### src/rtl/ysyx_22050710_defs.sv
// Shared encodings for the memory stage: load opcodes, load-wait FSM states
// and the pipeline bus widths.
package ysyx_22050710_defs;

    typedef enum logic [2:0] {
        MEM_OP_LB  = 3'b000,
        MEM_OP_LH  = 3'b001,
        MEM_OP_LW  = 3'b010,
        MEM_OP_LD  = 3'b011,
        MEM_OP_LBU = 3'b100,
        MEM_OP_LHU = 3'b101,
        MEM_OP_LWU = 3'b110
    } mem_op_e;

    localparam logic [1:0] ST_IDLE = 2'd0;
    localparam logic [1:0] ST_WAIT = 2'd1;
    localparam logic [1:0] ST_HOLD = 2'd2;

    localparam int ES_TO_MS_BUS_WD_DEF = 216;
    localparam int MS_TO_WS_BUS_WD_DEF = 147;
    localparam int BYPASS_BUS_WD_DEF   = 145;
    localparam int DEBUG_BUS_WD_DEF    = 195;

endpackage

### src/rtl/ysyx_22050710_lsu_load.sv
// Load data alignment: shifts the aligned doubleword down by the byte offset
// and sign- or zero-extends the selected width.
module ysyx_22050710_lsu_load
    import ysyx_22050710_defs::*;
#(
    parameter int WORD_WD      = 64,
    parameter int SRAM_DATA_WD = 64
) (
    input  logic [2:0]              i_mem_op,
    input  logic [2:0]              i_offset,
    input  logic [SRAM_DATA_WD-1:0] i_rdata,
    output logic [WORD_WD-1:0]      o_load_data
);

    logic [SRAM_DATA_WD-1:0] shifted;
    assign shifted = i_rdata >> {i_offset, 3'b000};

    always_comb begin
        o_load_data = '0;
        case (i_mem_op)
            MEM_OP_LB:  o_load_data = {{(WORD_WD-8){shifted[7]}},   shifted[7:0]};
            MEM_OP_LH:  o_load_data = {{(WORD_WD-16){shifted[15]}}, shifted[15:0]};
            MEM_OP_LW:  o_load_data = {{(WORD_WD-32){shifted[31]}}, shifted[31:0]};
            MEM_OP_LD:  o_load_data = shifted[WORD_WD-1:0];
            MEM_OP_LBU: o_load_data = {{(WORD_WD-8){1'b0}},  shifted[7:0]};
            MEM_OP_LHU: o_load_data = {{(WORD_WD-16){1'b0}}, shifted[15:0]};
            MEM_OP_LWU: o_load_data = {{(WORD_WD-32){1'b0}}, shifted[31:0]};
            default:    o_load_data = '0;
        endcase
    end

endmodule

### src/rtl/ysyx_22050710_mem_stage.sv
// Memory stage: latches the execute bus, waits for the data SRAM response of
// loads, and produces the write-back, bypass and load-stall signals.
module ysyx_22050710_mem_stage
    import ysyx_22050710_defs::*;
#(
    parameter int WORD_WD         = 64,
    parameter int PC_WD           = 64,
    parameter int GPR_WD          = 64,
    parameter int GPR_ADDR_WD     = 5,
    parameter int CSR_WD          = 64,
    parameter int CSR_ADDR_WD     = 12,
    parameter int ES_TO_MS_BUS_WD = ES_TO_MS_BUS_WD_DEF,
    parameter int MS_TO_WS_BUS_WD = MS_TO_WS_BUS_WD_DEF,
    parameter int BYPASS_BUS_WD   = BYPASS_BUS_WD_DEF,
    parameter int SRAM_DATA_WD    = 64,
    parameter int DEBUG_BUS_WD    = DEBUG_BUS_WD_DEF
) (
    input  logic                       i_clk,
    input  logic                       i_rst,
    input  logic                       i_ws_allowin,
    output logic                       o_ms_allowin,
    input  logic                       i_es_to_ms_valid,
    input  logic [ES_TO_MS_BUS_WD-1:0] i_es_to_ms_bus,
    output logic                       o_ms_to_ws_valid,
    output logic [MS_TO_WS_BUS_WD-1:0] o_ms_to_ws_bus,
    input  logic                       i_data_sram_rvalid,
    input  logic [SRAM_DATA_WD-1:0]    i_data_sram_rdata,
    output logic                       o_ms_to_ds_load_stall,
    output logic [BYPASS_BUS_WD-1:0]   o_ms_to_ds_bypass_bus,
    input  logic [DEBUG_BUS_WD-1:0]    i_debug_es_to_ms_bus,
    output logic [DEBUG_BUS_WD-1:0]    o_debug_ms_to_ws_bus
);

    // Position of mem_ren in the incoming bus, needed before it is latched.
    localparam int MEM_REN_BIT = 2 * CSR_WD + WORD_WD + 4;

    logic                       ms_valid_q,  ms_valid_d;
    logic [1:0]                 state_q,     state_d;
    logic [SRAM_DATA_WD-1:0]    rdata_buf_q, rdata_buf_d;
    logic [ES_TO_MS_BUS_WD-1:0] es_bus_q,    es_bus_d;
    logic [DEBUG_BUS_WD-1:0]    debug_q,     debug_d;

    logic [GPR_ADDR_WD-1:0] rd;
    logic [CSR_ADDR_WD-1:0] csr;
    logic                   gpr_wen;
    logic                   csr_wen;
    logic                   mem_ren;
    logic [2:0]             mem_op;
    logic                   csr_inst_sel;
    logic [CSR_WD-1:0]      csrrdata;
    logic [WORD_WD-1:0]     alu_result;
    logic [CSR_WD-1:0]      csr_result;

    assign {rd, csr, gpr_wen, csr_wen, mem_ren, mem_op, csr_inst_sel,
            csrrdata, alu_result, csr_result} = es_bus_q;

    logic data_ok;
    logic ms_ready_go;
    logic es_accept;
    logic load_enter;

    assign data_ok      = (state_q == ST_WAIT && i_data_sram_rvalid) || (state_q == ST_HOLD);
    assign ms_ready_go  = !mem_ren || data_ok;
    assign o_ms_allowin = !ms_valid_q || (ms_ready_go && i_ws_allowin);
    assign es_accept    = i_es_to_ms_valid && o_ms_allowin;
    assign load_enter   = es_accept && i_es_to_ms_bus[MEM_REN_BIT];

    assign o_ms_to_ws_valid      = ms_valid_q && ms_ready_go;
    assign o_ms_to_ds_load_stall = ms_valid_q && mem_ren && !data_ok;

    always_comb begin
        ms_valid_d  = o_ms_allowin ? i_es_to_ms_valid : ms_valid_q;
        es_bus_d    = es_accept ? i_es_to_ms_bus : es_bus_q;
        debug_d     = es_accept ? i_debug_es_to_ms_bus : debug_q;
        state_d     = state_q;
        rdata_buf_d = rdata_buf_q;
        case (state_q)
            ST_IDLE: begin
                if (load_enter) state_d = ST_WAIT;
            end
            ST_WAIT: begin
                if (i_data_sram_rvalid) begin
                    if (i_ws_allowin) begin
                        state_d = load_enter ? ST_WAIT : ST_IDLE;
                    end else begin
                        state_d     = ST_HOLD;
                        rdata_buf_d = i_data_sram_rdata;
                    end
                end
            end
            ST_HOLD: begin
                if (i_ws_allowin) state_d = load_enter ? ST_WAIT : ST_IDLE;
            end
            default: state_d = ST_IDLE;
        endcase
    end

    always_ff @(posedge i_clk) begin
        if (i_rst) begin
            ms_valid_q  <= 1'b0;
            state_q     <= ST_IDLE;
            rdata_buf_q <= '0;
            es_bus_q    <= '0;
            debug_q     <= '0;
        end else begin
            ms_valid_q  <= ms_valid_d;
            state_q     <= state_d;
            rdata_buf_q <= rdata_buf_d;
            es_bus_q    <= es_bus_d;
            debug_q     <= debug_d;
        end
    end

    logic [SRAM_DATA_WD-1:0] load_src;
    logic [WORD_WD-1:0]      load_data;
    logic [GPR_WD-1:0]       gpr_wdata;

    assign load_src = (state_q == ST_HOLD) ? rdata_buf_q : i_data_sram_rdata;

    ysyx_22050710_lsu_load #(
        .WORD_WD      (WORD_WD),
        .SRAM_DATA_WD (SRAM_DATA_WD)
    ) u_lsu_load (
        .i_mem_op    (mem_op),
        .i_offset    (alu_result[2:0]),
        .i_rdata     (load_src),
        .o_load_data (load_data)
    );

    assign gpr_wdata = mem_ren ? load_data : csr_inst_sel ? csrrdata : alu_result;

    assign o_ms_to_ws_bus = {rd, gpr_wen, gpr_wdata, csr, csr_wen, csr_result};

    assign o_ms_to_ds_bypass_bus = ms_valid_q ?
        {rd & {GPR_ADDR_WD{gpr_wen}}, gpr_wdata & {GPR_WD{gpr_wen}},
         csr & {CSR_ADDR_WD{csr_wen}}, csr_result & {CSR_WD{csr_wen}}} : '0;

    assign o_debug_ms_to_ws_bus = debug_q;

endmodule

### config.mk
export PLATFORM = sky130hd
export DESIGN_NAME = ysyx_22050710_mem_stage
export DESIGN_NICKNAME = d
export VERILOG_FILES = /design/src/rtl/ysyx_22050710_defs.sv /design/src/rtl/ysyx_22050710_lsu_load.sv /design/src/rtl/ysyx_22050710_mem_stage.sv
export SDC_FILE = /design/constraint.sdc
export NUM_CORES = 1
export LEC_CHECK = 0
export ABC_AREA = 0
export BUFFER_PORTS_ARGS = -buffer_cell sky130_fd_sc_hd__buf_2
export CORE_AREA = 10 10 374 376
export CTS_CLUSTER_DIAMETER = 150
export DETAILED_ROUTE_END_ITERATION = 7
export DIE_AREA = 0 0 384 386
export GPL_ROUTABILITY_DRIVEN = 0
export PLACE_DENSITY = 0.33
export SLEW_MARGIN = 30
export SYNTH_ARGS = -nofsm -noshare
export SYNTH_HDL_FRONTEND = slang
export SYNTH_SLANG_ARGS = --single-unit
### constraint.sdc
create_clock -name i_clk -period 2.6 [get_ports i_clk]
set_input_delay 0.13 -clock i_clk [delete_from_list [all_inputs] [get_ports i_clk]]
set_output_delay 0.13 -clock i_clk [all_outputs]
set_load 0.005 [all_outputs]
==> summary.md <==
| Metric | Value |
|---|---|
| Clock sink total | `478` |
| Syn Area/Cell | `7.60 um^2` |
| Nets@finish | `4918` |
| Die area | `148000 um^2` |
| Antenna-violating nets left | `0` |
| Antenna violations before repair | `53` |
| Vias in the first global route | `27700` |
| Fill count | `14600` |
| Synth Register Bits | `478` |
| Fin. max-slew vios | `0` |
| RSZ-0062 raised after global routing | `true` |
| Hold Crit Class | `in -> reg` |
| Fin util | `29.6%` |
| Row count | `134` |
| Failing checks | `negative setup slack` |
| DP Wirelength | `118000 um` |
| Post-synth EDFFs | `0` |
| Final Cycle Share | `122%` |
| Worst slew margin | `45.5%` |
| Die width | `384 um` |
| Crit path max fanout | `8` |
| Seq. cell area | `9590 um^2` |
| Clk buf depth | `3` |
| Initial DRC count | `1480` |
| CTS clock-pin slew for the worst setup and hold paths | `60 ps` |
| Latest clock arrival within the worst-skew pair | `660 ps` |
| Post-route insts no fill | `6289` |
| Syn_nets | `3450` |
| CTS tree | `yes` |
| Port bufs | `969` |
| Clock skew | `24.6 ps` |
| Crit path required time | `2470 ps` |
| Core footprint | `133000 um^2` |
| DR DRC count | `0` |
| Chip Height | `386 um` |
| Ys async rst share | `0%` |
| Vias | `27200` |
| First-pass GRT wire length | `207000 um` |
| Setup ws final | `-577 ps` |
| Area Growth Syn to Fin | `73.9%` |
| Vias per inst | `4.32` |
| GRT Residual Overflow | `0` |
| Initial core utilization | `17.0%` |
| Ys flop type | `dfxtp_1` |
| Max IR drop VDD | `0.411 mV` |
| Synth area leaders | `dfxtp_1 (42%), nand2_1 (16%), a21oi_1 (13%)` |
| Synthesized cell area | `22600 um^2` |
| Leakage | `0.0174 uW` |
| CTS root buf | `clkbuf_16` |
| Yosys warning total | `0` |
| Final Critical Period | `3180 ps` |
| WP data arrival | `3050 ps` |
| Fin. Hold Viols | `0` |
| DP Cell Count | `5584` |
| Largest net degree at the start of global routing | `82` |
| Count leader, synth | `nand2_1` |
| I/O pin cnt | `970` |
| # setup viols final | `128` |
| Status | `finished, violations left` |
| Top cells by count, synth | `nand2_1 (982), a21oi_1 (565), dfxtp_1 (478)` |
| Total CTS buffers | `67` |
| Peak Freq | `0.315 GHz` |
| Critical path type | `reg -> out` |
| Register area share after synthesis | `42.4%` |
| Maxcap violations | `0` |
| PwrDens | `571 nW/um^2` |
| Synth top area share | `42.4%` |
| Post-route setup TNS | `-62220 ps` |
| Gr usage total | `18.9%` |
| Startpoint types | `flop` |
| Library cells used by synthesis | `51` |
| Worst-Margin Slew | `817 ps` |
| Share of post-route cells with drive strength above 1 | `34.8%` |
| Routed len/inst | `23.8 um` |
| Routed WL | `150000 um` |
| Multi-input gate area | `12400 um^2` |
| Cells after Synth | `2970` |
| Cell taking the most area after synthesis | `dfxtp_1` |
| CP Capture Type | `output pin` |
| Initial DRT Pass Iterations | `5` |
| H-tree depth | `3` |
metal layers:
metal  vias to the layer above  routed length, um  GRT usage [%]
met5                         -                176              0
met4                        26               3600           5.29
met3                       184               8760           4.24
met2                       803              74000           32.7
met1                     13200              63100           23.4
li1                      13000                  -              -
per-stage QoR:
stage | hold slack, ps | setup WS (ps) | total power, uW | area [um^2]
3_3_place_gp | 371 | -158 | 12000 | 30100
4_1_cts | 189 | -623 | 22600 | 38500
5_1_grt | 241 | -691 | 23400 | 39200
2_1_floorplan | 208 | 259 | 9820 | 22600
6_report | 262 | -577 | 22400 | 39300
3_5_place_dp | 376 | -179 | 12000 | 30100
worst max-delay path, stage by stage, from the launching register on:
cell and delay [ps]:
dfxtp_2 330, nand2b_4 190, buf_4 130, mux4_2 530
o22ai_4 210, nor4_4 80, buf_12 140, nor3_4 150
buf_12 200, clkbuf_16 190, a211oi_2 60, buf_2 170
layout by cell type, fill, tap and decap left out, types with 73 or more instances in the layout:
cell type / count
dlygate4sd3_1: 498
buf_4: 185
dfxtp_1: 469
mux2i_1: 110
nand2_1: 976
and3_1: 82
a21oi_1: 542
nor2_1: 95
clkbuf_16: 73
buf_2: 968
repair_timing:
action / 4_1_cts / 5_1_grt
hold buffers: 498 / 0
resized for setup: 178 / 88
pin swaps: 22 / 30
endpoints found under the hold margin: 478 / 0
buffers inserted: 23 / 26
cloned: 6 / 5
endpoints found under the setup margin: 128 / 129
final timing paths:
path / from / endpoint / slack [ps] / cells past startpoint
max: state_q[0] / o_ms_to_ds_bypass_bus[122] / -580 / 11
min: i_es_to_ms_bus[167] / es_bus_q[167] / 260 / 4
max reg2reg: state_q[1] / rdata_buf_q[52] / 160 / 9
min reg2reg: o_debug_ms_to_ws_bus[56] / o_debug_ms_to_ws_bus[56] / 450 / 2
final cells by class:
class,instances,share of cell area [%]
Timing Repair Buffer,1730,32.2
Sequential cell,478,24.4
Clock inverter,17,0.520
Clock buffer,102,5.14
Multi-Input combinational cell,2149,31.7
Antenna cell,33,0.210
Inverter,12,0.115
Tap cell,1768,5.64
kinds of logic (layout without fill, tap and decap cells):
| kind of cell | Yosys count | after routing | share of synthesized area [%] |
|---|---|---|---|
| multiplexers | 193 | 193 | 10.1 |
| AND/OR/NAND/NOR | 1233 | 1234 | 22.2 |
| flip-flops | 478 | 478 | 42.4 |
| AO/OA/AOI/OAI | 722 | 722 | 17.8 |
| other | 0 | 33 | 0 |
| buffers and inverters | 344 | 1861 | 7.55 |
report_power, final:
group / leakage (uW) / total, uW / internal [uW] / switching, uW
Combinational: 0.0124 / 4950 / 2250 / 2700
Clock: 0.00109 / 9430 / 5510 / 3920
Sequential: 0.00393 / 8010 / 7730 / 287
registers in the layout, summed over array words and instances (netlist names):
register / count
es_bus_q: 216
o_debug_ms_to_ws_bus: 195
rdata_buf_q: 64
state_q: 2
ms_valid_q: 1
Power figures use the tool's default switching activity.
